## src/rtl/fmul_iter.sv

```systemverilog
// Iterative single-precision multiplier: shift-and-add mantissa core, one bit per cycle,
// fed by pre-decoded operand fields and returning a packed IEEE-754 product.
module fmul_iter #(
    parameter int EXPW  = 8,
    parameter int MANW  = 23,
    parameter int DATAW = 32,
    parameter int BIAS  = 127
) (
    input  logic             clk,
    input  logic             rst,
    input  logic             in_valid,
    output logic             in_ready,
    input  logic             a_sign,
    input  logic             b_sign,
    input  logic [EXPW-1:0]  a_exp,
    input  logic [EXPW-1:0]  b_exp,
    input  logic [MANW:0]    a_man,
    input  logic [MANW:0]    b_man,
    input  logic             a_nan,
    input  logic             b_nan,
    input  logic             a_inf,
    input  logic             b_inf,
    input  logic             a_zero,
    input  logic             b_zero,
    output logic             out_valid,
    input  logic             out_ready,
    output logic [DATAW-1:0] result
);

    localparam int FW   = MANW + 1;
    localparam int PW   = 2 * FW;
    localparam int EW   = EXPW + 2;
    localparam int CNTW = $clog2(FW);
    localparam logic signed [EW-1:0] EMAX = EW'((1 << EXPW) - 1);

    typedef enum logic [1:0] {StIdle, StMul, StPack, StDone} state_t;

    state_t                r_state;
    logic                  r_in_ready;
    logic                  r_out_valid;
    logic [DATAW-1:0]      r_result;
    logic                  r_sign;
    logic [EXPW-1:0]       r_a_exp;
    logic [EXPW-1:0]       r_b_exp;
    logic signed [EW-1:0]  r_e;
    logic [PW-1:0]         r_mcand;
    logic [FW-1:0]         r_mplier;
    logic [PW-1:0]         r_acc;
    logic [CNTW-1:0]       r_cnt;

    logic                  w_a_zero;
    logic                  w_b_zero;
    logic                  w_sign;
    logic                  w_spec_nan;
    logic                  w_spec_inf;
    logic                  w_special;
    logic [DATAW-1:0]      w_spec_res;
    logic signed [EW-1:0]  w_e_sum;
    logic                  w_msb;
    logic [PW-1:0]         w_norm;
    logic [FW-1:0]         w_man;
    logic                  w_guard;
    logic                  w_sticky;
    logic                  w_inc;
    logic [FW:0]           w_rnd;
    logic                  w_carry;
    logic [MANW-1:0]       w_frac;
    logic signed [EW-1:0]  w_e_adj;
    logic signed [EW-1:0]  w_e_fin;
    logic                  w_ovf;
    logic                  w_unf;
    logic [DATAW-1:0]      w_pack_res;

    assign in_ready  = r_in_ready;
    assign out_valid = r_out_valid;
    assign result    = r_result;

    // Zero exponent means zero or denormal; both are treated as zero.
    assign w_a_zero   = a_zero | (a_exp == '0);
    assign w_b_zero   = b_zero | (b_exp == '0);
    assign w_sign     = a_sign ^ b_sign;
    assign w_spec_nan = a_nan | b_nan | (a_inf & w_b_zero) | (b_inf & w_a_zero);
    assign w_spec_inf = a_inf | b_inf;
    assign w_special  = w_spec_nan | w_spec_inf | w_a_zero | w_b_zero;

    always_comb begin
        w_spec_res = {w_sign, {(DATAW-1){1'b0}}};
        if (w_spec_nan) begin
            w_spec_res = {1'b0, {EXPW{1'b1}}, 1'b1, {(MANW-1){1'b0}}};
        end else if (w_spec_inf) begin
            w_spec_res = {w_sign, {EXPW{1'b1}}, {MANW{1'b0}}};
        end
    end

    assign w_e_sum = $signed({2'b00, r_a_exp}) + $signed({2'b00, r_b_exp}) - $signed(EW'(BIAS));

    // Normalise so the leading one sits at the product MSB, then round to nearest even.
    assign w_msb    = r_acc[PW-1];
    assign w_norm   = w_msb ? r_acc : (r_acc << 1);
    assign w_man    = w_norm[PW-1 -: FW];
    assign w_guard  = w_norm[MANW];
    assign w_sticky = |w_norm[MANW-1:0];
    assign w_inc    = w_guard & (w_sticky | w_man[0]);
    assign w_rnd    = {1'b0, w_man} + {{FW{1'b0}}, w_inc};
    assign w_carry  = w_rnd[FW];
    assign w_frac   = w_carry ? w_rnd[MANW:1] : w_rnd[MANW-1:0];
    assign w_e_adj  = {{EXPW{1'b0}}, w_msb & w_carry, w_msb ^ w_carry};
    assign w_e_fin  = r_e + w_e_adj;
    assign w_ovf    = (w_e_fin >= EMAX);
    assign w_unf    = w_e_fin[EW-1] | (w_e_fin == '0);

    always_comb begin
        w_pack_res = {r_sign, w_e_fin[EXPW-1:0], w_frac};
        if (w_ovf) begin
            w_pack_res = {r_sign, {EXPW{1'b1}}, {MANW{1'b0}}};
        end else if (w_unf) begin
            w_pack_res = {r_sign, {(DATAW-1){1'b0}}};
        end
    end

    always_ff @(posedge clk or posedge rst) begin
        if (rst) begin
            r_state     <= StIdle;
            r_in_ready  <= 1'b1;
            r_out_valid <= 1'b0;
            r_result    <= '0;
            r_sign      <= 1'b0;
            r_a_exp     <= '0;
            r_b_exp     <= '0;
            r_e         <= '0;
            r_mcand     <= '0;
            r_mplier    <= '0;
            r_acc       <= '0;
            r_cnt       <= '0;
        end else begin
            case (r_state)
                StIdle: begin
                    if (in_valid) begin
                        r_in_ready <= 1'b0;
                        r_sign     <= w_sign;
                        if (w_special) begin
                            r_result    <= w_spec_res;
                            r_out_valid <= 1'b1;
                            r_state     <= StDone;
                        end else begin
                            r_a_exp  <= a_exp;
                            r_b_exp  <= b_exp;
                            r_mcand  <= {{FW{1'b0}}, a_man};
                            r_mplier <= b_man;
                            r_acc    <= '0;
                            r_cnt    <= '0;
                            r_state  <= StMul;
                        end
                    end
                end
                StMul: begin
                    if (r_cnt == '0) begin
                        r_e <= w_e_sum;
                    end
                    if (r_mplier[0]) begin
                        r_acc <= r_acc + r_mcand;
                    end
                    r_mcand  <= r_mcand << 1;
                    r_mplier <= r_mplier >> 1;
                    r_cnt    <= r_cnt + 1'b1;
                    if (r_cnt == CNTW'(MANW)) begin
                        r_state <= StPack;
                    end
                end
                StPack: begin
                    r_result    <= w_pack_res;
                    r_out_valid <= 1'b1;
                    r_state     <= StDone;
                end
                StDone: begin
                    if (out_ready) begin
                        r_out_valid <= 1'b0;
                        r_in_ready  <= 1'b1;
                        r_state     <= StIdle;
                    end
                end
                default: r_state <= StIdle;
            endcase
        end
    end

endmodule

```

## config.mk

```make
export PLATFORM = sky130hd
export DESIGN_NAME = fmul_iter
export DESIGN_NICKNAME = d
export VERILOG_FILES = /design/src/rtl/fmul_iter.sv
export SDC_FILE = /design/constraint.sdc
export NUM_CORES = 1
export LEC_CHECK = 0
export CAP_MARGIN = 5
export CORE_MARGIN = 4
export CORE_UTILIZATION = 50
export CTS_BUF_LIST = sky130_fd_sc_hd__clkbuf_4 sky130_fd_sc_hd__clkbuf_8
export DETAILED_ROUTE_END_ITERATION = 10
export GPL_TIMING_DRIVEN = 1
export PLACE_DENSITY_LB_ADDON = 0.05
export SLEW_MARGIN = 40
export SYNTH_ARGS = -nofsm -noshare
export SYNTH_HDL_FRONTEND = slang
export SYNTH_SLANG_ARGS = --single-unit
```

## constraint.sdc

```tcl
create_clock -name clk -period 9.45 [get_ports clk]
set_clock_uncertainty 0.2 [all_clocks]
set_input_delay 1.4175 -clock clk [delete_from_list [all_inputs] [get_ports clk]]
set_output_delay 1.4175 -clock clk [all_outputs]
set_load 0.005 [all_outputs]
```

* Word level (Yosys, flattened, before mapping)
Cells that the tools add are included.
** Cells by class
- Add/subtract/negate cells :: 6
- Bitwise logic cells :: 18
- Divide/modulo/power cells :: 0
- Eq/ne operators :: 10
- Shift operators :: 0
- Multiplexer cells :: 34
- Multiply operators :: 0
- Reduce and logical (&&, ||, !) cells :: 19
- $lt $le $gt $ge :: 1
** Operators with widths (number)
- $mux W48 :: 6
- $pmux W48 S2 :: 2
- $mux W32 :: 3
- $mux W31 :: 3
- $pmux W32 S2 :: 1
- $add A48 B48 Y48 :: 1
- $mux W24 :: 2
- $pmux W24 S2 :: 1
- $add A24 B1 Y25 :: 1
- $mux W23 :: 1
- $reduce_or A23 Y1 :: 1
- $logic_not A8 Y1 :: 2
- $reduce_and A3 Y1 :: 5
- $ne A2 B2 Y1 const B :: 6
- $or A1 B1 Y1 :: 11
- $add A10 B3 Y10 :: 1
- $ge A10 B9 Y1 const B :: 1
- $logic_not A10 Y1 :: 1
- $mux W5 :: 2
- $pmux W5 S2 :: 1
- $sub A9 B7 Y10 const B :: 1
- $add A8 B8 Y9 :: 1
- $mux W2 :: 4
- $pmux W2 S4 :: 1
- 16 further kinds :: 29
** Storage, ports and cells
- Memory bits (writable) :: 0
- Logic and storage cells :: 100
- Input bits :: 76
- Latch bits :: 0
- Bits in registers :: 188
- Memories kept :: 0
- ROM bits :: 0

* Logic depth before layout (Yosys ltp)
- Depth after elaboration :: 12
- Depth in mapped cells :: 26
- Mapped depth without buffers :: 21

* Worst setup path after synthesis
No wires, ideal clock.
- Path type :: reg2reg
- Start :: reg r_acc[47]
- End :: reg r_result[11], in the netlist result[11]
- Arrival time :: 5.244 ns
- Setup time :: 0.066 ns
- Period minus slack after synthesis :: 5.511 ns
- Cell stages (with the launch flop) :: 25
- Path slack :: 3.939 ns
- Cell sequence :: dfrtp_1 > buf_6 > buf_4 > clkbuf_1 > buf_1 > buf_1 > mux2_2 > ha_1 > and3_1 > nand4_1 > nor4_1 > nand2_1 > nor2_1 > xor2_1 > ha_1 > inv_1 > fa_1 > nor2_1 > nand2_1 > xor2_1 > a31oi_1 > nand3_1 > nor3_1 > clkbuf_1 > a22o_1
** On the way
- Cells in the longest elaborated chain, start to end :: 12
** Ends and longest elaborated chain
- from (decl) :: line 48 : logic [PW-1:0] r_acc;
- from (signal assigned) :: line 161 : r_acc <= r_acc + r_mcand;
- branches (longest 10 deep; another with $add A24 B1 Y25)
- $mux W31 * :: line 114 : if (w_ovf) begin
- $pmux W32 S2 * :: line 136 : case (r_state)
- to (signal assigned) :: line 142 : r_result <= w_spec_res;
- to (signal assigned) :: line 171 : r_result <= w_pack_res;
- to (decl) :: line 41 : logic [DATAW-1:0] r_result;
Mark *: on every way between the ends.
A chain may end at the register's enable or synchronous reset.

* Worst setup path after layout
- Start :: reg r_acc[47]
- End :: reg r_result[21], in the netlist result[21]
The elaborated chain is that of the path after synthesis.

==> results.json <==
{
  "outcome": "complete, no violations",
  "crit_fanout": 59,
  "syn_area_per_cell_um2": 8.92,
  "switching_share": 0.430,
  "drc": 0,
  "fin_crit_ns": 5.64,
  "worstPathCellList": "buf_4, mux2_2, nand4_1, nor4_1, nand2_1, nor2_1, xor2_1, ha_1, inv_1, fa_1, nor2_1, nand2_1, xor2_1, a31oi_1, nand3_1, nor3_2, a32o_1",
  "grt_max_degree": 116,
  "fin_nets": 1558,
  "rrSetupSlack_ns": 3.81,
  "r2r-end": "result[21]",
  "dpl.cell_count": 1708,
  "syn_inst": 1338,
  "synth_fp_nets": 1488,
  "synthAdderAreaFrac": 0.0795,
  "sequentialPowerShare": 0.383,
  "timing.slew.headroom": 0.454,
  "path_buf_inv": 2,
  "clock.fmax_mhz": 177,
  "ctsLongestPathBuffers": 2,
  "ir_worst_vdd_uv": 185,
  "core.rowCount": 56,
  "cts_resized": 0,
  "leakagePower_nw": 6.08,
  "synth_xor_xnor_area_share": 0.0492,
  "wl_met2_um": 12900,
  "setup_tns_ns": 0,
  "end_kind": "flop",
  "fp.dieH_um": 162,
  "io_pins": 110,
  "hold_path_class": "reg2reg",
  "cts_root_buffer": "clkbuf_8",
  "cts_tree": "yes",
  "crit_path_start_kind": "flop",
  "required_ns": 9.66,
  "diodes": 0,
  "dp_hpwl_um": 20600,
  "regArea_mm2": 0.00471,
  "htree_levels": 4,
  "dr.pass1.iters": 5,
  "period_share": 0.596,
  "synthFlopType": "dfrtp_1",
  "drive_gt1_frac": 0.0612,
  "pre_cts_slack_ns": 3.80,
  "cts_setup_buffers": 0,
  "vias": 9876,
  "clkPwrFrac": 0.180,
  "synth.cell_area_mm2": 0.0119,
  "yosys.area.top_type": "dfrtp_1",
  "layout_commonest_cell": "nand2_1",
  "powerDensity_mw_per_mm2": 221,
  "pwr-share-comb": 0.437,
  "timing.final.ws_setup_ns": 3.81,
  "grt_pass1_vias": 9272,
  "synth_edf_count": 0,
  "async_reset_ff_frac": 1.00,
  "critPathCapture": "result[21]",
  "critical_path.max_stage_delay_ns": 0.63,
  "synth_top_family_by_area": "compound AO/OA/AOI/OAI gates",
  "switchingPower_mw": 1.30,
  "yosys.area_share.simple": 0.166,
  "yosys-top-cells-area": "dfrtp_1 39%, ha_1 7.4%, nand2_1 7.2%",
  "fillerInstances": 2126,
  "worstSetupPathType": "reg2reg",
  "cap_violations": 0,
  "cts-hold-fix-buffers": 0,
  "path_depth": 17,
  "drtAntennaViolNets": 0,
  "r2r_cells": 17,
  "multi_input_area_mm2": 0.00686,
  "ys_seq_area_frac": 0.394,
  "die-area_mm2": 0.0264,
  "area_growth_syn_to_layout_pct": 14.8,
  "numCtsBuffers": 17,
  "core_area_mm2": 0.0235,
  "drt_iter0_drc": 656,
  "grt_pass1_wl_um": 46400,
  "startpoint": "r_acc[47]",
  "routabilityCongestion": 0.935,
  "grt_usage": 0.213,
  "yosysTopAreaCellShare": 0.392,
  "cp.arrival_ns": 5.85,
  "vias_per_cell": 5.68,
  "yosysUniqueCellTypes": 74,
  "slew_viol_final": 0,
  "synth_mux_area_frac": 0.0687,
  "fin_cells": 1740,
  "worst_pin_slew_ns": 0.819,
  "clk_pin_slew_ns": 0.10,
  "grt_antenna_before_repair": 0,
  "internal-power_mw": 1.72,
  "grt_overflow": 0,
  "crit_path_top_delay_cell": "nor3_2",
  "setup_viol": 0,
  "synth_compound_area_frac": 0.207,
  "initial_core_util": 0.508,
  "wire_per_inst_um": 16.0,
  "top_layer": "met4",
  "synth_seq_cells": 188,
  "clk_latency_ns": 0.48,
  "ys_warn_count": 0,
  "drt_wl_total_um": 27900,
  "rsz0062_at_grt": "false",
  "hold_viol": 0,
  "post-route-util": 0.584,
  "port-buffer-count": 109,
  "cts_sinks": 188,
  "rr_startpoint": "r_acc[47]",
  "met1_length_um": 13600,
  "final_cell_mix": "229 x nand2_1, 186 x dfrtp_1, 117 x o21ai_0, 109 x clkdlybuf4s50_1, 87 x a21oi_1",
  "crit_family": "simple AND/OR/NAND/NOR gates",
  "wl_met3_um": 964,
  "fp.dieW_um": 162
}
-- logic make-up (layout without fill, tap and decap cells) --
family / after synthesis / after routing
buf+inv: 107 / 190
flops: 188 / 188
simple gates: 433 / 433
fa+ha+maj: 74 / 74
compound gates: 390 / 390
mux: 79 / 79
xor+xnor: 67 / 67
-- power by group through the flow --
stage	clock [mW]	sequential, mW	combinational, mW
2_1_floorplan	0	1.13	0.985
3_3_place_gp	0	1.17	1.31
3_5_place_dp	0	1.18	1.33
4_1_cts	0.561	1.16	1.33
5_1_grt	0.592	1.19	1.49
6_report	0.545	1.16	1.32
-- through the flow --
step / total power [mW] / hold WS (ns) / cell area (µm²)
after floorplan: 2.11 / 0.250 / 11900
after global placement: 2.49 / 0.260 / 13300
after detailed placement: 2.51 / 0.266 / 13300
after CTS: 3.06 / 0.291 / 13700
after global routing: 3.27 / 0.306 / 13700
final: 3.03 / 0.284 / 13700
-- worst min path at each step --
| stage | from | to | slack [ns] | cells after the start |
|---|---|---|---|---|
| after floorplan | r_mplier[0] | r_mplier[0] | 0.25 | 2 |
| after global placement | result[2] | result[2] | 0.26 | 1 |
| after detailed placement | result[20] | result[20] | 0.27 | 1 |
| after CTS | result[20] | result[20] | 0.29 | 1 |
| after global routing | result[20] | result[20] | 0.31 | 1 |
| final | result[20] | result[20] | 0.28 | 1 |
-- layout make-up --
class                   count  area share
clock buffers              17      0.0171
clock inverters            15      0.0126
inverters                  39      0.0116
multi-input cells        1043       0.501
flip-flops and latches    188       0.344
well taps                 319      0.0291
repair buffers            119      0.0854
-- synthesized netlist by cell type (all sizes together) (25+ instances only) --
| cell type | number |
|---|---|
| nand2 | 230 |
| nand3 | 43 |
| a21oi | 88 |
| mux2i | 56 |
| nor2 | 57 |
| dfrtp | 187 |
| clkbuf | 56 |
| inv | 39 |
| o21ai | 136 |
| ha | 71 |
| xnor2 | 42 |
| xor2 | 25 |
-- flip-flops by register name, indices dropped and copies added (netlist names) --
signal / flops
in_ready: 1
out_valid: 1
r_a_exp: 8
r_acc: 48
r_b_exp: 8
r_cnt: 5
r_e: 10
r_mcand: 48
r_mplier: 24
r_sign: 1
r_state: 2
result: 32
-- layer usage --
layer,up-vias,global-route usage
met5,-,0
li1,4974,-
met2,175,0.346
met1,4699,0.300
met3,28,0.0316
met4,0,0.0565
Note: power is estimated with default switching activity, not from simulation.
